===== src/rtl/hpdcache_pkg.sv =====
// hpdcache_pkg: shared HPDcache request types, CMO op encodings and the core-to-handler op decode
package hpdcache_pkg;
  localparam int unsigned HPDCACHE_PA_WIDTH = 40;
  localparam int unsigned HPDCACHE_WAYS = 4;
  localparam int unsigned HPDCACHE_REQ_TRANS_ID_WIDTH = 6;
  localparam int unsigned HPDCACHE_REQ_WORDS = 2;
  localparam int unsigned HPDCACHE_WORD_WIDTH = 64;
  typedef logic [HPDCACHE_PA_WIDTH-1:0] hpdcache_req_addr_t;
  typedef logic [HPDCACHE_REQ_TRANS_ID_WIDTH-1:0] hpdcache_req_tid_t;
  typedef logic [HPDCACHE_REQ_WORDS-1:0][HPDCACHE_WORD_WIDTH-1:0] hpdcache_req_data_t;
  typedef logic [HPDCACHE_WAYS-1:0] hpdcache_way_vector_t;
  typedef struct packed {
    logic is_inval_all;
    logic is_inval_by_set;
    logic is_inval_by_nline;
    logic is_fence;
  } hpdcache_cmoh_op_t;
  typedef enum logic [2:0] {
    CMO_FENCE = 3'd0,
    CMO_INVAL_BY_NLINE = 3'd1,
    CMO_INVAL_BY_SET = 3'd2,
    CMO_INVAL_ALL = 3'd3
  } hpdcache_cmo_core_op_e;
  typedef enum logic [1:0] {IDLE, ISSUE, WAIT_DONE, RESP} hpdcache_cmo_issuer_state_e;
  function automatic logic hpdcache_cmo_legal(input logic [2:0] op);
    return op <= CMO_INVAL_ALL;
  endfunction
  function automatic hpdcache_cmoh_op_t hpdcache_cmo_decode(input logic [2:0] op);
    hpdcache_cmoh_op_t d;
    d = '0;
    d.is_fence = op == CMO_FENCE;
    d.is_inval_by_nline = op == CMO_INVAL_BY_NLINE;
    d.is_inval_by_set = op == CMO_INVAL_BY_SET;
    d.is_inval_all = op == CMO_INVAL_ALL;
    return d;
  endfunction
endpackage


===== src/rtl/hpdcache_cmo_watchdog.sv =====
// hpdcache_cmo_watchdog: saturating wait-cycle counter that pulses once on reaching TIMEOUT_CYCLES-1
module hpdcache_cmo_watchdog #(
  parameter int unsigned TIMEOUT_CYCLES = 1024
) (
  input  logic clk_i,
  input  logic rst_ni,
  input  logic clear,
  input  logic enable,
  output logic pulse,
  output logic expired
);
  localparam int unsigned CW = $clog2(TIMEOUT_CYCLES + 1);
  localparam logic [CW-1:0] LIMIT = CW'(TIMEOUT_CYCLES);
  logic [CW-1:0] cnt;
  // count enabled cycles, restart on clear, stop at the limit
  always_ff @(posedge clk_i) begin
    if (!rst_ni) cnt <= '0;
    else if (clear) cnt <= '0;
    else if (enable && cnt != LIMIT) cnt <= cnt + 1'b1;
  end
  assign pulse = enable && cnt == LIMIT - 1'b1;
  assign expired = cnt == LIMIT;
endmodule


===== src/rtl/hpdcache_cmo_issuer.sv =====
// hpdcache_cmo_issuer: serialises core CMO requests to the CMO handler; watchdog under HPDCACHE_CMO_WATCHDOG_EN
module hpdcache_cmo_issuer
  import hpdcache_pkg::*;
#(
  parameter int unsigned TIMEOUT_CYCLES = 1024
) (
  input  logic                 clk_i,
  input  logic                 rst_ni,
  input  logic                 core_req_valid_i,
  output logic                 core_req_ready_o,
  input  logic [2:0]           core_req_op_i,
  input  hpdcache_req_addr_t   core_req_addr_i,
  input  hpdcache_way_vector_t core_req_way_i,
  input  hpdcache_req_tid_t    core_req_tid_i,
  output logic                 core_rsp_valid_o,
  input  logic                 core_rsp_ready_i,
  output hpdcache_req_tid_t    core_rsp_tid_o,
  output logic                 core_rsp_error_o,
  output logic                 cmoh_req_valid_o,
  input  logic                 cmoh_req_ready_i,
  output hpdcache_cmoh_op_t    cmoh_req_op_o,
  output hpdcache_req_addr_t   cmoh_req_addr_o,
  output hpdcache_req_data_t   cmoh_req_wdata_o,
  input  logic                 cmoh_req_wait_i,
  output logic                 busy_o,
  output logic                 timeout_o
);
  hpdcache_cmo_issuer_state_e state, state_nxt;
  logic [2:0] op;
  hpdcache_req_addr_t addr;
  hpdcache_way_vector_t way;
  hpdcache_req_tid_t tid;
  logic error, accept, legal, timeout_hit, unused;
  assign unused = cmoh_req_wait_i;
  assign legal = hpdcache_cmo_legal(core_req_op_i);
  assign accept = state == IDLE && core_req_valid_i;
`ifdef HPDCACHE_CMO_WATCHDOG_EN
  logic wd_pulse, wd_expired;
  hpdcache_cmo_watchdog #(.TIMEOUT_CYCLES(TIMEOUT_CYCLES)) u_watchdog (
    .clk_i   (clk_i),
    .rst_ni  (rst_ni),
    .clear   (state == ISSUE && cmoh_req_ready_i),
    .enable  (state == WAIT_DONE),
    .pulse   (wd_pulse),
    .expired (wd_expired)
  );
  assign timeout_o = wd_pulse;
  assign timeout_hit = wd_pulse | wd_expired;
`else
  assign timeout_o = 1'b0;
  assign timeout_hit = 1'b0;
`endif
  // state register
  always_ff @(posedge clk_i) begin
    if (!rst_ni) state <= IDLE;
    else state <= state_nxt;
  end
  // next state: illegal ops skip the handler and answer directly
  always_comb begin
    state_nxt = state;
    case (state)
      IDLE:      state_nxt = core_req_valid_i ? (legal ? ISSUE : RESP) : IDLE;
      ISSUE:     state_nxt = cmoh_req_ready_i ? WAIT_DONE : ISSUE;
      WAIT_DONE: state_nxt = cmoh_req_ready_i ? RESP : WAIT_DONE;
      RESP:      state_nxt = core_rsp_ready_i ? IDLE : RESP;
      default:   state_nxt = IDLE;
    endcase
  end
  // capture the request on accept; error is sticky once the watchdog fires
  always_ff @(posedge clk_i) begin
    if (!rst_ni) begin
      op <= '0;
      addr <= '0;
      way <= '0;
      tid <= '0;
      error <= 1'b0;
    end else begin
      if (accept) begin
        op <= core_req_op_i;
        addr <= core_req_addr_i;
        way <= core_req_way_i;
        tid <= core_req_tid_i;
      end
      error <= accept ? !legal : error | timeout_hit;
    end
  end
  // handler write data carries only the way mask in the low bits of word 0
  always_comb begin
    cmoh_req_wdata_o = '0;
    cmoh_req_wdata_o[0][HPDCACHE_WAYS-1:0] = way;
  end
  assign core_req_ready_o = state == IDLE;
  assign cmoh_req_valid_o = state == ISSUE;
  assign cmoh_req_op_o = cmoh_req_valid_o ? hpdcache_cmo_decode(op) : '0;
  assign cmoh_req_addr_o = addr;
  assign core_rsp_valid_o = state == RESP;
  assign core_rsp_tid_o = tid;
  assign core_rsp_error_o = error;
  assign busy_o = state != IDLE;
endmodule


===== config.mk =====
export PLATFORM = sky130hd
export DESIGN_NAME = hpdcache_cmo_issuer
export DESIGN_NICKNAME = d
export VERILOG_FILES = /design/src/rtl/hpdcache_pkg.sv /design/src/rtl/hpdcache_cmo_watchdog.sv /design/src/rtl/hpdcache_cmo_issuer.sv
export SDC_FILE = /design/constraint.sdc
export NUM_CORES = 1
export LEC_CHECK = 0
export CORE_MARGIN = 2
export CORE_UTILIZATION = 36
export CTS_CLUSTER_DIAMETER = 40
export DETAILED_ROUTE_END_ITERATION = 10
export PLACE_DENSITY = 0.86
export SLEW_MARGIN = 10
export SYNTH_ARGS = -nofsm -noshare
export SYNTH_HDL_FRONTEND = slang
export SYNTH_HIERARCHICAL = 1
export SYNTH_SLANG_ARGS = --single-unit

===== constraint.sdc =====
create_clock -name clk_i -period 4.03 [get_ports clk_i]
set_clock_uncertainty 0.1 [all_clocks]
set_input_delay 0.806 -clock clk_i [delete_from_list [all_inputs] [get_ports clk_i]]
set_output_delay 0.806 -clock clk_i [all_outputs]
set_load 0.01 [all_outputs]

==> results of run 1 <==
registers in the layout, summed over array words and instances (netlist names):
name	flops
cmoh_req_addr_o	40
core_rsp_error_o	1
core_rsp_tid_o	6
op	3
state	2
way	4
how the worst min path moves through the flow:
stage	depth (start not counted)	slack, ps	startpoint	endpoint
6_report	2	360	cmoh_req_addr_o[0]	cmoh_req_addr_o[0]
5_1_grt	2	380	cmoh_req_addr_o[38]	cmoh_req_addr_o[38]
4_1_cts	2	360	cmoh_req_addr_o[10]	cmoh_req_addr_o[10]
3_5_place_dp	2	340	cmoh_req_addr_o[10]	cmoh_req_addr_o[10]
3_3_place_gp	2	340	cmoh_req_addr_o[13]	cmoh_req_addr_o[13]
2_1_floorplan	1	360	op[2]	op[2]
critical path: stages, from the launching register on:
cell and delay (ps):
dfxtp_1 500, nor3b_1 410, nor3b_1 230, clkdlybuf4s50_1 560
layer usage:
metal	global-route usage	vias to the layer above	wire length, um
met1	0.116	1091	2060
met2	0.241	111	3300
li1	-	1205	-
met4	0.0347	0	46
met5	0	-	0
met3	0.0405	4	505
power by group:
group	switching, mW	total [mW]	internal (mW)
sequential	0.0305	0.633	0.602
clock	0.172	0.356	0.185
combinational	0.180	0.344	0.164
total	0.383	1.33	0.951
metrics by stage:
step                       util  hold slack [ps]  power, mW
after floorplan               -              361      0.921
after global placement    0.457              337      0.980
after detailed placement  0.457              341      0.990
after CTS                 0.470              358       1.36
after global routing      0.470              383       1.41
final                     0.470              357       1.33
final cells by class:
| class | instances | share of cell area |
|---|---|---|
| Inverter | 2 | 0.00193 |
| Tap cell | 105 | 0.0339 |
| Sequential cell | 56 | 0.289 |
| Timing Repair Buffer | 118 | 0.302 |
| Clock buffer | 6 | 0.0187 |
| Clock inverter | 2 | 0.00903 |
| Multi-Input combinational cell | 303 | 0.345 |
kinds of logic after synthesis:
family | count (synthesis) | synth area share
DFF | 56 | 0.363
muxes | 2 | 0.00648
other | 1 | 0.00121
AOI/OAI and AO/OA | 57 | 0.0968
buffers and inverters | 151 | 0.354
and+or+nand+nor | 119 | 0.178
Yosys cell counts (all sizes together) (2+ instances only):
cell,number,area share
mux2i,2,0.0065
nor3b,3,0.011
a31o,2,0.0057
nand3,53,0.086
dfxtp,56,0.36
clkbuf,14,0.017
buf,135,0.33
nor2,2,0.0024
nand2,56,0.068
inv,2,0.0024
and3,2,0.0041
o21ai,53,0.086
==> metrics, run 1 <==
run status=complete, no violations; Final HPWL DP=between 4000 and 5000 um; most common flop cell mapped by yosys=dfxtp_1; largest net degree at the start of global routing=110; Initial Util=0.374; share of cells above drive strength 1=0.0267; FF-to-FF Start=state[1]; Synth Warn #=6; leakage=1.60 nW; Seq. cell area=1120 um^2; most frequent cells in the layout=conb_1 (125), clkdlybuf4s50_1 (115), nand2_1 (56), dfxtp_1 (56), nand3_1 (53); ys async rst share=0; Vias per Instance=4.07; max-cap violations=0; setup slack, reg-to-reg=about 2400 ps; fin nets=around 550; P per Cell Area=344 nW/um^2; startpoint types=register; GRT overflow=0; flops & latches, synth=56; number of antenna violations at the first check in global routing=0; crit path launch=state[0]; worst vdd ir=~0.00016 V; Worst setup endpoint=cmoh_req_op_o[0]; multi-input logic area=1340 um^2; placed instance count=584; Worst Hold Class=register to register; GRT Util Overall=0.121; final worst slack=about 1100 ps; fin. max-slew vios=0; H-tree depth=2; setup TNS=0 ps; Post-Synthesis Cells=386; first-pass GRT wire length=about 9700 um; dpl cell area=3770 um^2; RSZ-0062 raised after global routing=no; clk root buf=clkbuf_8; CTS buffer count=5; I/O Pins=243; Period minus WS final=2920 ps; DRC=0; R2R Path End=core_rsp_error_o; Vias=2411; Layout Cells excl Fill=around 590; CTS tree=done; Routability Congestion=0.756; DRT Wirelength=5920 um; CTS-repair resized insts=0; clk sinks=56; commonest non-fill, non-tap cell in the layout=conb_1; drt first pass iters=3; number of antenna diodes=0; Worst EP required=3120 ps; maximum fanout along the worst path=8; post-route cell area=3880 um^2; Layout area overhead=25.6%; Post-Syn Area=3090 um^2; pre-CTS WS=1490 ps; syn avg cell area=8.00 um^2; Antenna Violating Nets Remaining=0; final hold viol count=0; Rows=33; sequential share of the synthesized area=0.363; Die W=96.6 um; Clock Path Buffers=2; Yosys cell types=23; fmax=0.343 GHz; vias in the first global route=2163; path type of the worst setup path=register to primary output; Core Area=8260 um^2; worst path arrival time=roughly 2000 ps; Tcrit/Tclk final=0.724; Avg WL per Cell=9.99 um; Final setup viols=0; Slew Limit Headroom=0.345; Clock transition at path regs=100 ps; Post-CTS Hold Buffers=0; CP Capture Type=primary output; Port Buf Inserts=around 120; Post-synth EDFFs=0; die area=slightly above 9000 um^2; Worst-Skew Late Latency=300 ps; Worst Tran Pin Value=982 ps; FILL cells=781; R2R cell count=4; Die H=96.6 um; postcts setup bufs=0; DR iter-0 viols=between 60 and 70
No activity file was read; power rests on OpenSTA's default activity.
==> run 2: changes to the inputs <==
Settings changed: CORE_UTILIZATION 36 to 34, PLACE_DENSITY 0.86 to 0.82.
Clock period 4.03 ns to 3 ns, I/O delays scaled along.
==> run 2 against run 1 <==
  * Non-clock buffer count is 1 higher
  * Flip-flop and latch count did not move
  * Sequential share of layout area down 0.10 points
  * Cell count is 0.68% higher
  * Die area increased by 5.6%
  * Largest power group unchanged
==> metrics, run 2 (synthesis results as in run 1) <==
CP Capture Type=primary output (unchanged); Post-CTS Hold Buffers=0 (unchanged); CP delay by family, top=simple AND/OR/NAND/NOR gates (unchanged); fin nets=546 (was 545); max-cap violations=0 (unchanged); final hold viol count=0 (unchanged); CP max-delay cell=clkdlybuf4s50_1 (unchanged); DRT Wirelength=6140 um (was 5920 um); Layout area overhead=26.1% (was 25.6%); GRT Util Overall=0.118 (was 0.121); worst vdd ir=0.000200 V (was 0.000158 V); Total Power=1.74 mW (was 1.33 mW); Worst Tran Pin Value=603 ps (was 982 ps); Vias=2393 (was 2411); Clock Path Buffers=2 (unchanged); Crit path largest cell delay=560 ps (about the same); leakage=1.61 nW (was 1.60 nW); Routability Congestion=0.700 (was 0.756); Die W=99.3 um (was 96.6 um); die area=9860 um^2 (was 9330 um^2); postcts setup bufs=0 (unchanged); H-tree depth=2 (unchanged); worst path arrival time=1940 ps (was 2010 ps); Vias per Instance=4.02 (was 4.07); first-pass GRT wire length=9670 um (was 9680 um); Slew Limit Headroom=0.598 (was 0.345); CTS tree=done (unchanged); setup slack, reg-to-reg=1490 ps (was 2440 ps); Worst Hold Class=register to register (unchanged); max reg flops=40 (unchanged); largest net degree at the start of global routing=105 (was 110); Initial Util=0.352 (was 0.374); Avg WL per Cell=10.3 um (was 9.99 um); DR iter-0 viols=46 (was 68); fin. max-slew vios=0 (unchanged); FF-to-FF Start=state[1] (unchanged); clk root buf=clkbuf_8 (unchanged); vias in the first global route=2150 (was 2163); RSZ-0062 raised after global routing=no (unchanged); number of antenna violations at the first check in global routing=0 (unchanged); most frequent cells in the layout=conb_1 (125), clkdlybuf4s50_1 (115), nand2_1 (56), dfxtp_1 (56), nand3_1 (53) (unchanged); Tcrit/Tclk final=0.880; CTS buffer count=5 (unchanged); Final setup viols=0 (unchanged); Die H=99.3 um (was 96.6 um); Worst EP required=2300 ps (was 3120 ps); setup TNS=0 ps (unchanged); R2R Path End=cmoh_req_addr_o[24] (was core_rsp_error_o); startpoint types=register (unchanged); Cell Chain, Critical Path=nor3b_2, nor3b_1, clkdlybuf4s50_1 (was nor3b_1, nor3b_1, clkdlybuf4s50_1); Antenna Violating Nets Remaining=0 (unchanged); P per Cell Area=447 nW/um^2 (was 344 nW/um^2); run status=complete, no violations (unchanged); Rows=34 (was 33); commonest non-fill, non-tap cell in the layout=conb_1 (unchanged); crit path launch=state[0] (unchanged); WP buf/inv=1 (unchanged); Period minus WS final=~2600 ps; Core Area=8760 um^2 (was 8260 um^2); number of antenna diodes=0 (unchanged); path type of the worst setup path=register to primary output (unchanged); GRT overflow=0 (unchanged); Worst setup endpoint=cmoh_req_op_o[0] (unchanged); Clock transition at path regs=100 ps (about the same); Worst path depth=3 (unchanged); share of cells above drive strength 1=0.0328 (was 0.0267); drt first pass iters=4 (was 3); maximum fanout along the worst path=8 (unchanged); I/O Pins=243 (unchanged); R2R cell count=4 (unchanged); fmax=between 0.3 and 0.4 GHz; Final HPWL DP=4650 um (was 4600 um); DRC=0 (unchanged); CTS-repair resized insts=0 (unchanged); Hold WS=352 ps (was 357 ps); post-layout util=0.444 (was 0.470); Worst-Skew Late Latency=300 ps (about the same); Port Buf Inserts=116 (unchanged); clk sinks=56 (unchanged)
[run 2: worst min path at each step]
stage	slack, ps	endpoint	cells past startpoint	from
after detailed placement	340	cmoh_req_addr_o[13]	2	cmoh_req_addr_o[13]
final	350	cmoh_req_addr_o[10]	2	cmoh_req_addr_o[10]
after global routing	390	cmoh_req_addr_o[13]	2	cmoh_req_addr_o[13]
after global placement	330	cmoh_req_addr_o[8]	2	cmoh_req_addr_o[8]
after CTS	360	cmoh_req_addr_o[13]	2	cmoh_req_addr_o[13]
after floorplan	360	op[2]	1	op[2]
[run 2: metrics by stage]
stage	cell area (um^2)	worst slack (ps)	cells
after floorplan	3550	1210	510
after global placement	3800	567	588
after detailed placement	3800	502	588
after CTS	3890	127	596
after global routing	3890	189	596
final	3890	361	596
[run 2: layout make-up]
cell class,count,area (um^2)
fillers,887,4870
multi-input cells,303,1340
repair buffers,119,1190
flip-flops and latches,56,1120
well taps,108,135
clock buffers,6,82.6
clock inverters,2,10.0
inverters,2,7.51
[run 2: routing by layer]
metal / GRT usage / part of all wire / vias to the layer above
met2: 0.216 / 0.53 / 118
met5: 0 / 0 / -
met4: 0.0432 / 0.014 / 0
li1: - / - / 1207
met1: 0.130 / 0.37 / 1060
met3: 0.0316 / 0.088 / 8
[run 2: tightest hold or removal path, delay by kind of cell (launching register included)]
kind,cells,cell delay (ps)
flops,1,320
compound gates,1,50
simple gates,1,50
[run 2: power breakdown]
part / internal, mW / switching (mW) / total (mW)
Clock: 0.185 / 0.238 / 0.423
Combinational: 0.225 / 0.244 / 0.469
Sequential: 0.809 / 0.0417 / 0.851
Total: 1.22 / 0.523 / 1.74
==> run 3: changes to the inputs <==
Settings changed: CORE_UTILIZATION 34 to 30, PLACE_DENSITY 0.82 to 0.77.
Clock period 3 ns to 2.4 ns, I/O delays scaled along.
==> run 3 against run 2 <==
  * Cell count grew 5.4%
  * Final area grew 2.4%
  * Via count is 2.0% higher
  * Utilization decreased by 5.1 points
  * Flip-flop and latch count is the same
==> metrics, run 3 (synthesis results as in run 1) <==
Die H=105 um (was 99.3 um); P_sw=0.671 mW (was 0.523 mW); hold path cells=2 (unchanged); DRT Wirelength=6340 um (was 6140 um); fmax=0.433 GHz; number of antenna diodes=0 (unchanged); max reg flops=40 (unchanged); GRT Util Overall=0.106 (was 0.118); first-pass GRT wire length=9650 um (was 9670 um); setup TNS=0 ps (unchanged); Cell Chain, Critical Path=nor3b_1, buf_4, and3b_1, clkdlybuf4s50_1 (was nor3b_2, nor3b_1, clkdlybuf4s50_1); maximum fanout along the worst path=4 (was 8); Vias=2442 (was 2393); CP delay by family, top=buffers and inverters (was simple AND/OR/NAND/NOR gates); Crit path largest cell delay=540 ps (was 560 ps); DRC=0 (unchanged); leakage=1.67 nW (was 1.61 nW); Vias per Instance=3.89 (was 4.02); Avg WL per Cell=10.1 um (was 10.3 um); path type of the worst setup path=register to primary output (unchanged); startpoint types=register (unchanged); clk sinks=56 (unchanged); Routability Congestion=0.680 (was 0.700); max-cap violations=0 (unchanged); largest net degree at the start of global routing=58 (was 105); Worst-Skew Late Latency=300 ps (about the same); crit path launch=op[2] (was state[0]); Tcrit/Tclk final=0.962; Worst Hold Class=register to register (unchanged); commonest non-fill, non-tap cell in the layout=conb_1 (unchanged); CTS tree=done (unchanged); Rows=37 (was 34); most frequent cells in the layout=conb_1 (125), clkdlybuf4s50_1 (113), nand2_1 (56), dfxtp_1 (56), nand3_1 (53) (was conb_1 (125), clkdlybuf4s50_1 (115), nand2_1 (56), dfxtp_1 (56), nand3_1 (53)); dpl cell area=3890 um^2 (was 3800 um^2); worst path arrival time=1730 ps (was 1940 ps); vias in the first global route=2086 (was 2150); CP max-delay cell=clkdlybuf4s50_1 (unchanged); FF-to-FF Start=state[0] (was state[1]); Core Area=10100 um^2 (was 8760 um^2); post-route cell area=3990 um^2 (was 3890 um^2); Initial Util=0.305 (was 0.352); Die W=105 um (was 99.3 um); fin nets=550 (was 546); Hold WS=360 ps (was 352 ps); worst vdd ir=0.000269 V (was 0.000200 V); DR iter-0 viols=66 (was 46); Comb pwr share=0.282 (was 0.269); Sw Ratio=0.303 (was 0.300); Final setup viols=0 (unchanged); Clock Path Buffers=2 (unchanged); Worst path depth=4 (was 3); internal power=1.54 mW (was 1.22 mW); fin. max-slew vios=0 (unchanged); final hold viol count=0 (unchanged); Total Power=2.21 mW (was 1.74 mW); run status=complete, no violations (unchanged); Worst EP required=1820 ps (was 2300 ps); H-tree depth=2 (unchanged); Layout area overhead=29.2% (was 26.1%); die area=11100 um^2 (was 9860 um^2); Flop pwr share=0.475 (was 0.488); P per Cell Area=555 nW/um^2 (was 447 nW/um^2); share of cells above drive strength 1=0.0407 (was 0.0328); Hold Crit Start=cmoh_req_addr_o[37] (was cmoh_req_addr_o[10]); Port Buf Inserts=116 (unchanged); clock network power share=0.243 (about the same); WP buf/inv=2 (was 1); GRT overflow=0 (unchanged); Final HPWL DP=4840 um (was 4650 um); Antenna Violating Nets Remaining=0 (unchanged); CTS buffer count=5 (unchanged); RSZ-0062 raised after global routing=no (unchanged); Period minus WS final=approximately 2300 ps; Clock transition at path regs=100 ps (about the same); drt first pass iters=4 (unchanged); clk root buf=clkbuf_8 (unchanged); CP Capture Type=primary output (unchanged); I/O Pins=243 (unchanged); number of antenna violations at the first check in global routing=0 (unchanged); R2R cell count=5 (was 4)
[run 3: cell types whose count changed in the layout (fill, tap and decap cells not counted), sizes merged]
cell,delta
buf,+4
clkdlybuf4s50,-2
dlymetal6s2s,+2
[run 3: repair_timing]
item                                    4_1_cts  5_1_grt
setup buffers                                 0        0
hold buffers                                  0        0
gates resized for setup                       1        2
endpoints found under the setup margin        1        2
[run 3: layout make-up]
class / instances / area, um^2
clock inverter: 2 / 10.0
multi-input combinational: 303 / 1340
tap: 136 / 170
clock buffer: 6 / 82.6
fill: 1014 / 6150
inverter: 2 / 7.51
timing repair buffer: 123 / 1250
sequential: 56 / 1120
[run 3: path summary, 6_finish.rpt]
path                         endpoint  slack [ps]
setup / recovery     cmoh_req_op_o[2]          90
hold reg to reg   cmoh_req_addr_o[37]         360
hold / removal    cmoh_req_addr_o[37]         360
setup reg to reg                op[2]         920
[run 3: stage by stage]
| step | util | setup slack (ps) | std cells |
|---|---|---|---|
| global placement | 0.383 | 310 | 620 |
| detailed placement | 0.383 | 293 | 620 |
| finish | 0.393 | 92.2 | 628 |
| CTS | 0.393 | 26.0 | 628 |
| floorplan | - | 726 | 510 |
| global route | 0.393 | 9.80 | 628 |
[run 3: layer usage]
layer / routed length, um / track usage / vias up
li1: - / - / 1215
met1: 2420 / 0.113 / 1098
met2: 3270 / 0.198 / 122
met3: 576 / 0.0303 / 7
met4: 74 / 0.0362 / 0
met5: 0 / 0 / -
[run 3: worst register-to-register path: stages, from the launching register on]
cell and delay [ps]:
dfxtp_1 320, buf_4 160, nor3b_4 300, buf_12 240
and3_1 210, a31o_2 100
[run 3: power by group through the flow]
| stage | combinational (mW) | sequential [mW] | clock [mW] |
|---|---|---|---|
| after global placement | 0.614 | 1.07 | 0 |
| after detailed placement | 0.627 | 1.07 | 0 |
| after floorplan | 0.437 | 1.11 | 0 |
| after global routing | 0.684 | 1.06 | 0.599 |
| after CTS | 0.630 | 1.05 | 0.572 |
| final | 0.624 | 1.05 | 0.537 |
